==> src/rtl/update_weight_scheduler.sv <==
// Weight-update pass sequencer: walks output, hidden-2, hidden-1 weights, feeds update_weight, writes results back.
// Optional UPDATE_WEIGHT_SCHED_PAUSE_EN adds i_pause to stall read issue.
module update_weight_scheduler #(
    parameter int DATA_WIDTH                    = 32,
    parameter int NUMBER_OF_INPUT_NODE          = 2,
    parameter int NUMBER_OF_HIDDEN_NODE_LAYER_1 = 32,
    parameter int NUMBER_OF_HIDDEN_NODE_LAYER_2 = 32,
    parameter int NUMBER_OF_OUTPUT_NODE         = 3,
    parameter int ADDR_WIDTH                    = 12
) (
    input  logic                  clk,
    input  logic                  rst_n,
    input  logic                  i_start,
`ifdef UPDATE_WEIGHT_SCHED_PAUSE_EN
    input  logic                  i_pause,
`endif
    output logic                  o_busy,
    output logic                  o_done,
    output logic                  o_error_rd_en,
    output logic [ADDR_WIDTH-1:0] o_error_rd_addr,
    input  logic [DATA_WIDTH-1:0] i_error_rd_data,
    output logic                  o_weight_rd_en,
    output logic [1:0]            o_weight_rd_sel,
    output logic [ADDR_WIDTH-1:0] o_weight_rd_addr,
    input  logic [DATA_WIDTH-1:0] i_weight_rd_data,
    output logic                  o_uw_valid,
    output logic [DATA_WIDTH-1:0] o_uw_weight,
    output logic [DATA_WIDTH-1:0] o_uw_error,
    input  logic                  i_uw_valid,
    input  logic [DATA_WIDTH-1:0] i_uw_new_weight,
    output logic                  o_weight_wr_en,
    output logic [1:0]            o_weight_wr_sel,
    output logic [ADDR_WIDTH-1:0] o_weight_wr_addr,
    output logic [DATA_WIDTH-1:0] o_weight_wr_data,
    output logic                  o_seq_err
);
    localparam int N_OUT = NUMBER_OF_OUTPUT_NODE * (NUMBER_OF_HIDDEN_NODE_LAYER_2 + 1);
    localparam int N_H2  = NUMBER_OF_HIDDEN_NODE_LAYER_2 * (NUMBER_OF_HIDDEN_NODE_LAYER_1 + 1);
    localparam int N_H1  = NUMBER_OF_HIDDEN_NODE_LAYER_1 * (NUMBER_OF_INPUT_NODE + 1);

    typedef enum logic [2:0] {S_IDLE, S_OUT, S_HID2, S_HID1, S_DRAIN, S_DONE} state_t;

    state_t                state;
    logic [ADDR_WIDTH-1:0] rd_gaddr;
    logic [ADDR_WIDTH-1:0] rd_laddr;
    logic [1:0]            rd_sel;
    logic [1:0]            wr_lsel;
    logic [ADDR_WIDTH-1:0] wr_laddr;
    logic [10:0]           outstanding;
    logic                  uw_vld;
    logic                  pause;
    logic                  rd_fire;
    logic                  start_acc;
    logic                  ret_acc;

    function automatic logic [ADDR_WIDTH-1:0] layer_last(input logic [1:0] sel);
        case (sel)
            2'd0:    return ADDR_WIDTH'(N_OUT - 1);
            2'd1:    return ADDR_WIDTH'(N_H2 - 1);
            default: return ADDR_WIDTH'(N_H1 - 1);
        endcase
    endfunction

`ifdef UPDATE_WEIGHT_SCHED_PAUSE_EN
    assign pause = i_pause;
`else
    assign pause = 1'b0;
`endif

    always_comb begin
        rd_sel = 2'd0;
        case (state)
            S_HID2:  rd_sel = 2'd1;
            S_HID1:  rd_sel = 2'd2;
            default: rd_sel = 2'd0;
        endcase
    end

    assign start_acc = (state == S_IDLE) && i_start;
    assign rd_fire   = ((state == S_OUT) || (state == S_HID2) || (state == S_HID1)) && !pause;
    // A return with nothing outstanding is a sequencing fault and must not produce a write.
    assign ret_acc   = i_uw_valid && (outstanding != '0);

    assign o_busy           = (state == S_OUT) || (state == S_HID2) || (state == S_HID1) || (state == S_DRAIN);
    assign o_done           = (state == S_DONE);
    assign o_error_rd_en    = rd_fire;
    assign o_weight_rd_en   = rd_fire;
    assign o_error_rd_addr  = rd_gaddr;
    assign o_weight_rd_sel  = rd_sel;
    assign o_weight_rd_addr = rd_laddr;
    assign o_uw_valid       = uw_vld;
    assign o_uw_weight      = uw_vld ? i_weight_rd_data : '0;
    assign o_uw_error       = uw_vld ? i_error_rd_data : '0;

    always_ff @(posedge clk or negedge rst_n) begin
        if (!rst_n) begin
            state    <= S_IDLE;
            rd_gaddr <= '0;
            rd_laddr <= '0;
        end else begin
            case (state)
                S_IDLE: if (i_start) begin
                    state    <= S_OUT;
                    rd_gaddr <= '0;
                    rd_laddr <= '0;
                end
                S_OUT, S_HID2, S_HID1: if (rd_fire) begin
                    rd_gaddr <= rd_gaddr + 1'b1;
                    if (rd_laddr == layer_last(rd_sel)) begin
                        rd_laddr <= '0;
                        state    <= (state == S_OUT) ? S_HID2 : (state == S_HID2) ? S_HID1 : S_DRAIN;
                    end else begin
                        rd_laddr <= rd_laddr + 1'b1;
                    end
                end
                // uw_vld covers the last read's feed cycle, not yet reflected in outstanding.
                S_DRAIN: if (outstanding == '0 && !uw_vld) state <= S_DONE;
                S_DONE:  state <= S_IDLE;
                default: state <= S_IDLE;
            endcase
        end
    end

    always_ff @(posedge clk or negedge rst_n) begin
        if (!rst_n) begin
            uw_vld           <= 1'b0;
            outstanding      <= '0;
            o_seq_err        <= 1'b0;
            o_weight_wr_en   <= 1'b0;
            o_weight_wr_sel  <= '0;
            o_weight_wr_addr <= '0;
            o_weight_wr_data <= '0;
            wr_lsel          <= '0;
            wr_laddr         <= '0;
        end else begin
            uw_vld         <= rd_fire;
            o_weight_wr_en <= ret_acc;
            if (uw_vld && !ret_acc && !(i_uw_valid && outstanding == '0))
                outstanding <= outstanding + 11'd1;
            else if (!uw_vld && ret_acc)
                outstanding <= outstanding - 11'd1;

            if (start_acc)
                o_seq_err <= 1'b0;
            else if (i_uw_valid && outstanding == '0)
                o_seq_err <= 1'b1;

            if (start_acc) begin
                wr_lsel  <= '0;
                wr_laddr <= '0;
            end else if (ret_acc) begin
                o_weight_wr_data <= i_uw_new_weight;
                o_weight_wr_sel  <= wr_lsel;
                o_weight_wr_addr <= wr_laddr;
                if (wr_laddr == layer_last(wr_lsel)) begin
                    wr_laddr <= '0;
                    wr_lsel  <= wr_lsel + 2'd1;
                end else begin
                    wr_laddr <= wr_laddr + 1'b1;
                end
            end
        end
    end
endmodule
==> config.mk <==
export PLATFORM = sky130hd
export DESIGN_NAME = update_weight_scheduler
export DESIGN_NICKNAME = d
export VERILOG_FILES = /design/src/rtl/update_weight_scheduler.sv
export SDC_FILE = /design/constraint.sdc
export NUM_CORES = 1
export LEC_CHECK = 0
export CORE_MARGIN = 2
export CORE_UTILIZATION = 40
export DETAILED_ROUTE_END_ITERATION = 7
export HOLD_SLACK_MARGIN = 0.02
export MAX_ROUTING_LAYER = met4
export PLACE_DENSITY = 0.78
export SETUP_SLACK_MARGIN = 0.5
export SYNTH_ARGS = -nofsm -noshare
export SYNTH_HDL_FRONTEND = slang
export SYNTH_SLANG_ARGS = --single-unit
==> constraint.sdc <==
create_clock -name clk -period 3.2 [get_ports clk]
set_input_delay 0.48 -clock clk [delete_from_list [all_inputs] [get_ports clk]]
set_output_delay 0.48 -clock clk [all_outputs]
set_load 0.02 [all_outputs]
Yosys cells after proc, flatten, opt, wreduce, memory -nomap -nowiden --
Index checks and enable logic that the tools add are counted.
Operators by class: bitwise gates (word level) 1, multiply operators 0, order comparisons 0, add/sub/neg operators 6, equal/unequal tests 13, shifts and indexed selects 0, mux-type cells 32, divide/modulo/power cells 0, reductions and logical operators 28
Operators with widths (number):
- $mux W12 | 11
- $mux W32 | 2
- $pmux W12 S2 | 2
- $pmux W11 S2 | 2
- $add A12 B1 Y12 const B | 3
- $eq A12 B12 Y1 | 2
- $mux W11 | 2
- $mux W3 | 6
- $add A11 B1 Y11 const B | 1
- $logic_not A11 Y1 | 1
- $reduce_bool A11 Y1 | 1
- $sub A11 B1 Y11 const B | 1
- $reduce_bool A2 Y1 | 5
- $pmux W3 S3 | 1
- $logic_and A1 B1 Y1 | 7
- $eq A3 B2 Y1 const B | 2
- $eq A3 B3 Y1 const B | 2
- $mux W2 | 3
- $ne A2 B2 Y1 const B | 3
- $eq A2 B1 Y1 const B | 2
- $logic_not A2 Y1 | 2
- $pmux W2 S2 | 1
- $reduce_and A2 Y1 | 2
- $reduce_and A4 Y1 | 1
- other kinds (10) | 15
Storage, ports and cells: bits in writable memories 0, memories 0, ROM bits 0, latch bits 0, flip-flop bits (word level) 101

Depth between registers and ports, before layout --
depth in word-level cells 10, depth in mapped cells 9, gate-level depth less buffers 8

Worst setup path after synthesis --
No wires, ideal clock.
path kind input-to-reg, start input port i_uw_valid, end register outstanding[10], path buffers 0, arrival 2.504 ns, stages 8, setup slack 0.617 ns, cell sequence nand2b_1 fa_1 a21oi_1 o211ai_1 a221o_1 a21oi_1 mux2_1 mux2i_1
Between the ends: cells in the longest elaborated chain, start to end 5, elaborated cells on any way between the ends 9, classes of those cells 1 x mux; 8 x reduce/logical
Ends and longest elaborated chain:
- start, declared | RTL line 29 | input logic i_uw_valid,
- $logic_and A1 B1 Y1 | RTL line 82 | assign ret_acc = i_uw_valid && (outstanding != '0);
- $logic_not A1 Y1 | RTL line 138 | if (uw_vld && !ret_acc && !(i_uw_valid && outstanding == '0))
- $logic_and A1 B1 Y1 (2 in series) | RTL line 138
- $mux W11 / $reduce_bool A2 Y1 (equally long branches)
- end signal, assigned | RTL line 139 | outstanding <= outstanding + 11'd1;
- end signal, assigned | RTL line 141 | outstanding <= outstanding - 11'd1;
- end, declared | RTL line 49 | logic [10:0] outstanding;
Several ways; a longest one is shown, not always the timed one. A chain may end at the register's enable or synchronous reset.

Worst setup path in the final report --
start register uw_vld (netlist: o_uw_valid), end output port o_uw_weight[0]
Between the ends: cells in the longest elaborated chain, start to end 1
Ends and longest elaborated chain:
- start, declared | RTL line 50 | logic uw_vld;
- start signal, assigned | RTL line 136 | uw_vld <= rd_fire;
- $mux W32 | RTL line 92 | assign o_uw_weight = uw_vld ? i_weight_rd_data : '0;
- end, declared | RTL line 27 | output logic [DATA_WIDTH-1:0] o_uw_weight,
Every way passes these cells.

==> flow_summary.toml <==
[synth]
netlist_top_cells_count = "dfrtp_1 (101), and2_1 (65), mux2_1 (48)"
synth.most_common_cell = "dfrtp_1"
synth_edf_count = 0
yosys.area.top_type_share = 0.474
ys_ff_latch = 101
ys_seq_area_frac = 0.474
ys.flop_type = "dfrtp_1"
yosysTopAreaCell = "dfrtp_1"
syn_nets = 636
yosys_warnings = 0
synthCells = 521
synthesis.area_mm2 = 0.00533
yosys.cell_types.count = 56
async_flop_share = 1.00
yosys-top-cells-area = "dfrtp_1 (47%), mux2_1 (10%), and2_1 (7.6%)"
syn_avg_cell_area_um2 = 10.2

[clock_network]
cts_setup_buffers = 0
clk_latency_ns = 0.34
numCtsBuffers = 9
cts_max_path_buffers = 2
clkTransAtPathRegs_ns = 0.06
cts.sinks = 101
htree_levels = 3
tritoncts = "yes"
clockRootBuffer = "clkbuf_16"

[floorplanning]
initial_utilization = 0.406
io-pin-count = 243
row_count = 42
dieArea_mm2 = 0.0143
die_y_um = 119
die_w_um = 119
fp.coreArea_mm2 = 0.0131

[power_and_ir_drop]
ir_worst_vdd_mv = 0.398
pwr-share-clk = 0.172
p_sw_uw = 2480
p_leak_uw = 0.00346
power.share.switching = 0.393
seqPwrFrac = 0.308
p_int_uw = 3830
p_comb_frac = 0.520
p_per_area_mw_per_mm2 = 763

[timing]
max_slew_margin = 0.599
final.setup_skew_ns = 0.00640
rsz0062_at_grt = "yes"
drv_slew = 0
tightest_slew_ns = 0.599
fin_crit_sh = 0.809
hold_viol = 0
setup_viol = 0
max_freq_mhz = 386
min_period_ns = 2.59

[place]
dp_hpwl_mm = 12.3
placed_area_mm2 = 0.00793
place_congestion = 0.909
port_buffers = 242

[worst_setup_path]
cpPeakStageDelay_ns = 0.74
crit_chain = "buf_4 -> and2_1 -> clkdlybuf4s50_1"
crit_path_top_delay_cell = "clkdlybuf4s50_1"
critPathBufInv = 2
critPathTopFamily = "buffers and inverters"
cp.arrival_ns = 2.11
path_max_fanout = 67
r2r_slack_ns = 0.89
crit_required_ns = 2.72
critPathCaptureType = "output pin"
cp-start-kind = "flip-flop"
crit_type = "flip-flop to output pin"

[grt]
grt_use_total = 0.227
grt_pass1_vias = 4847
overflow = 0
grt_pass1_wl_mm = 24.8
grt_max_degree = 68
antenna_found_initial = 0

[detailed_routing]
vias = 4739
drc_errors = 0
drt_iter0_markers = 175
routedWlPerCell_um = 16.4
ant_nets = 0
wirelength_mm = 15.4
drt_pass1_iterations = 5
vias_per_cell = 5.04

[cells_and_area]
fin_area_mm2 = 0.00826
syn2layout_area_growth_pct = 54.8
fillers = 1080
final_core_util = 0.628
antenna_cells = 0
nNetsFinal = 874
drive_gt1_frac = 0.0458

[flow_run]
maxCapViolCount = 0

[worst_hold_path]
hp-class = "input port to asynchronous set/reset pin"

[status]
outcome = "finished, final reports clean"
==> cell type report <==
cell class | count | area [um^2] | share of cell area
Clock inverter | 3 | 43.8 | 0.00530
Tap cell | 176 | 220 | 0.0267
Clock buffer | 13 | 260 | 0.0315
Multi-Input combinational cell | 385 | 2680 | 0.325
Inverter | 12 | 45.0 | 0.00546
Sequential cell | 101 | 2530 | 0.306
Timing Repair Buffer | 250 | 2480 | 0.300
==> layer usage <==
layer / vias up / wire, um / global-route usage
li1: 2270 / - / -
met3: 19 / 1130 / 0.0565
met1: 2252 / 5940 / 0.248
met5: - / 0 / -
met2: 198 / 7900 / 0.396
met4: 0 / 422 / 0.0912
==> path summary, 6_finish.rpt <==
kind,start,endpoint,cells past startpoint
max,o_uw_valid$_DFF_PN0_,o_uw_weight[0],3
min,rst_n,o_weight_wr_data[30]$_DFFE_PN0P_,1
max reg2reg,outstanding[0]$_DFFE_PN0P_,outstanding[10]$_DFFE_PN0P_,7
min reg2reg,o_weight_wr_sel[0]$_DFFE_PN0P_,o_weight_wr_sel[0]$_DFFE_PN0P_,1
max in group asynchronous,rst_n,o_weight_wr_data[16]$_DFFE_PN0P_,2
min in group clk,o_weight_wr_sel[0]$_DFFE_PN0P_,o_weight_wr_sel[0]$_DFFE_PN0P_,1
==> metrics by stage <==
stage | cells | power, uW | TNS (ns) | hold slack (ns) | setup WS (ns)
floorplan | 521 | 3810 | 0 | 0.184 | 0.617
global placement | 924 | 5160 | 0 | 0.466 | 0.0567
detailed placement | 924 | 5230 | -0.0345 | 0.474 | -0.0345
CTS | 940 | 6360 | 0 | 0.119 | 0.395
global route | 940 | 6710 | 0 | 0.143 | 0.473
finish | 940 | 6300 | 0 | 0.113 | 0.610
==> cells by family after synthesis <==
| kind of cell | Yosys count | synth area share |
|---|---|---|
| fa+ha+maj | 15 | 0.0366 |
| mux | 53 | 0.111 |
| buf+inv | 35 | 0.0277 |
| flops | 101 | 0.474 |
| compound gates | 68 | 0.0786 |
| xor+xnor | 29 | 0.0476 |
| simple gates | 220 | 0.225 |
==> registers in the layout (all words and copies together) (netlist names) <==
signal,count
o_error_rd_addr,12
o_seq_err,1
o_uw_valid,1
o_weight_rd_addr,12
o_weight_wr_addr,12
o_weight_wr_data,32
o_weight_wr_en,1
o_weight_wr_sel,2
outstanding,11
state,3
wr_laddr,12
wr_lsel,2
==> power groups by stage <==
stage                     logic (uW)  clock network, uW  registers, uW
after CTS                       3290               1130           1940
after global placement          3220                  0           1940
after global routing            3540               1180           2000
after detailed placement        3270                  0           1960
after floorplan                 1720                  0           2090
final                           3280               1080           1940
==> what timing repair did <==
action                                  in CTS  in global routing
resized for setup                            2                  4
pin swaps                                    0                  1
endpoints found under the setup margin       3                  3
hold buffers                                 0                  0
endpoints found under the hold margin        0                  0
==> worst register-to-register path, delay by kind of cell (launching register included) <==
family | cells | cell delay [ns]
fa+ha+maj | 1 | 0.50
compound gates | 4 | 0.85
mux | 2 | 0.44
flops | 1 | 0.46
==> placed cells by master, fill, tap and decap left out, types with 9 or more instances in the layout <==
cell,instances
clkdlybuf4s50_1,241
dfrtp_1,101
and2_1,65
mux2_1,48
nor2_1,43
nand2_1,29
a21oi_1,26
xor2_1,18
nand3_1,16
ha_1,14
nor3_1,13
inv_1,11
xnor2_1,11
o21ai_1,11
and3_1,10
clkbuf_16,9
buf_4,9
(Power assumes the default switching activity.)
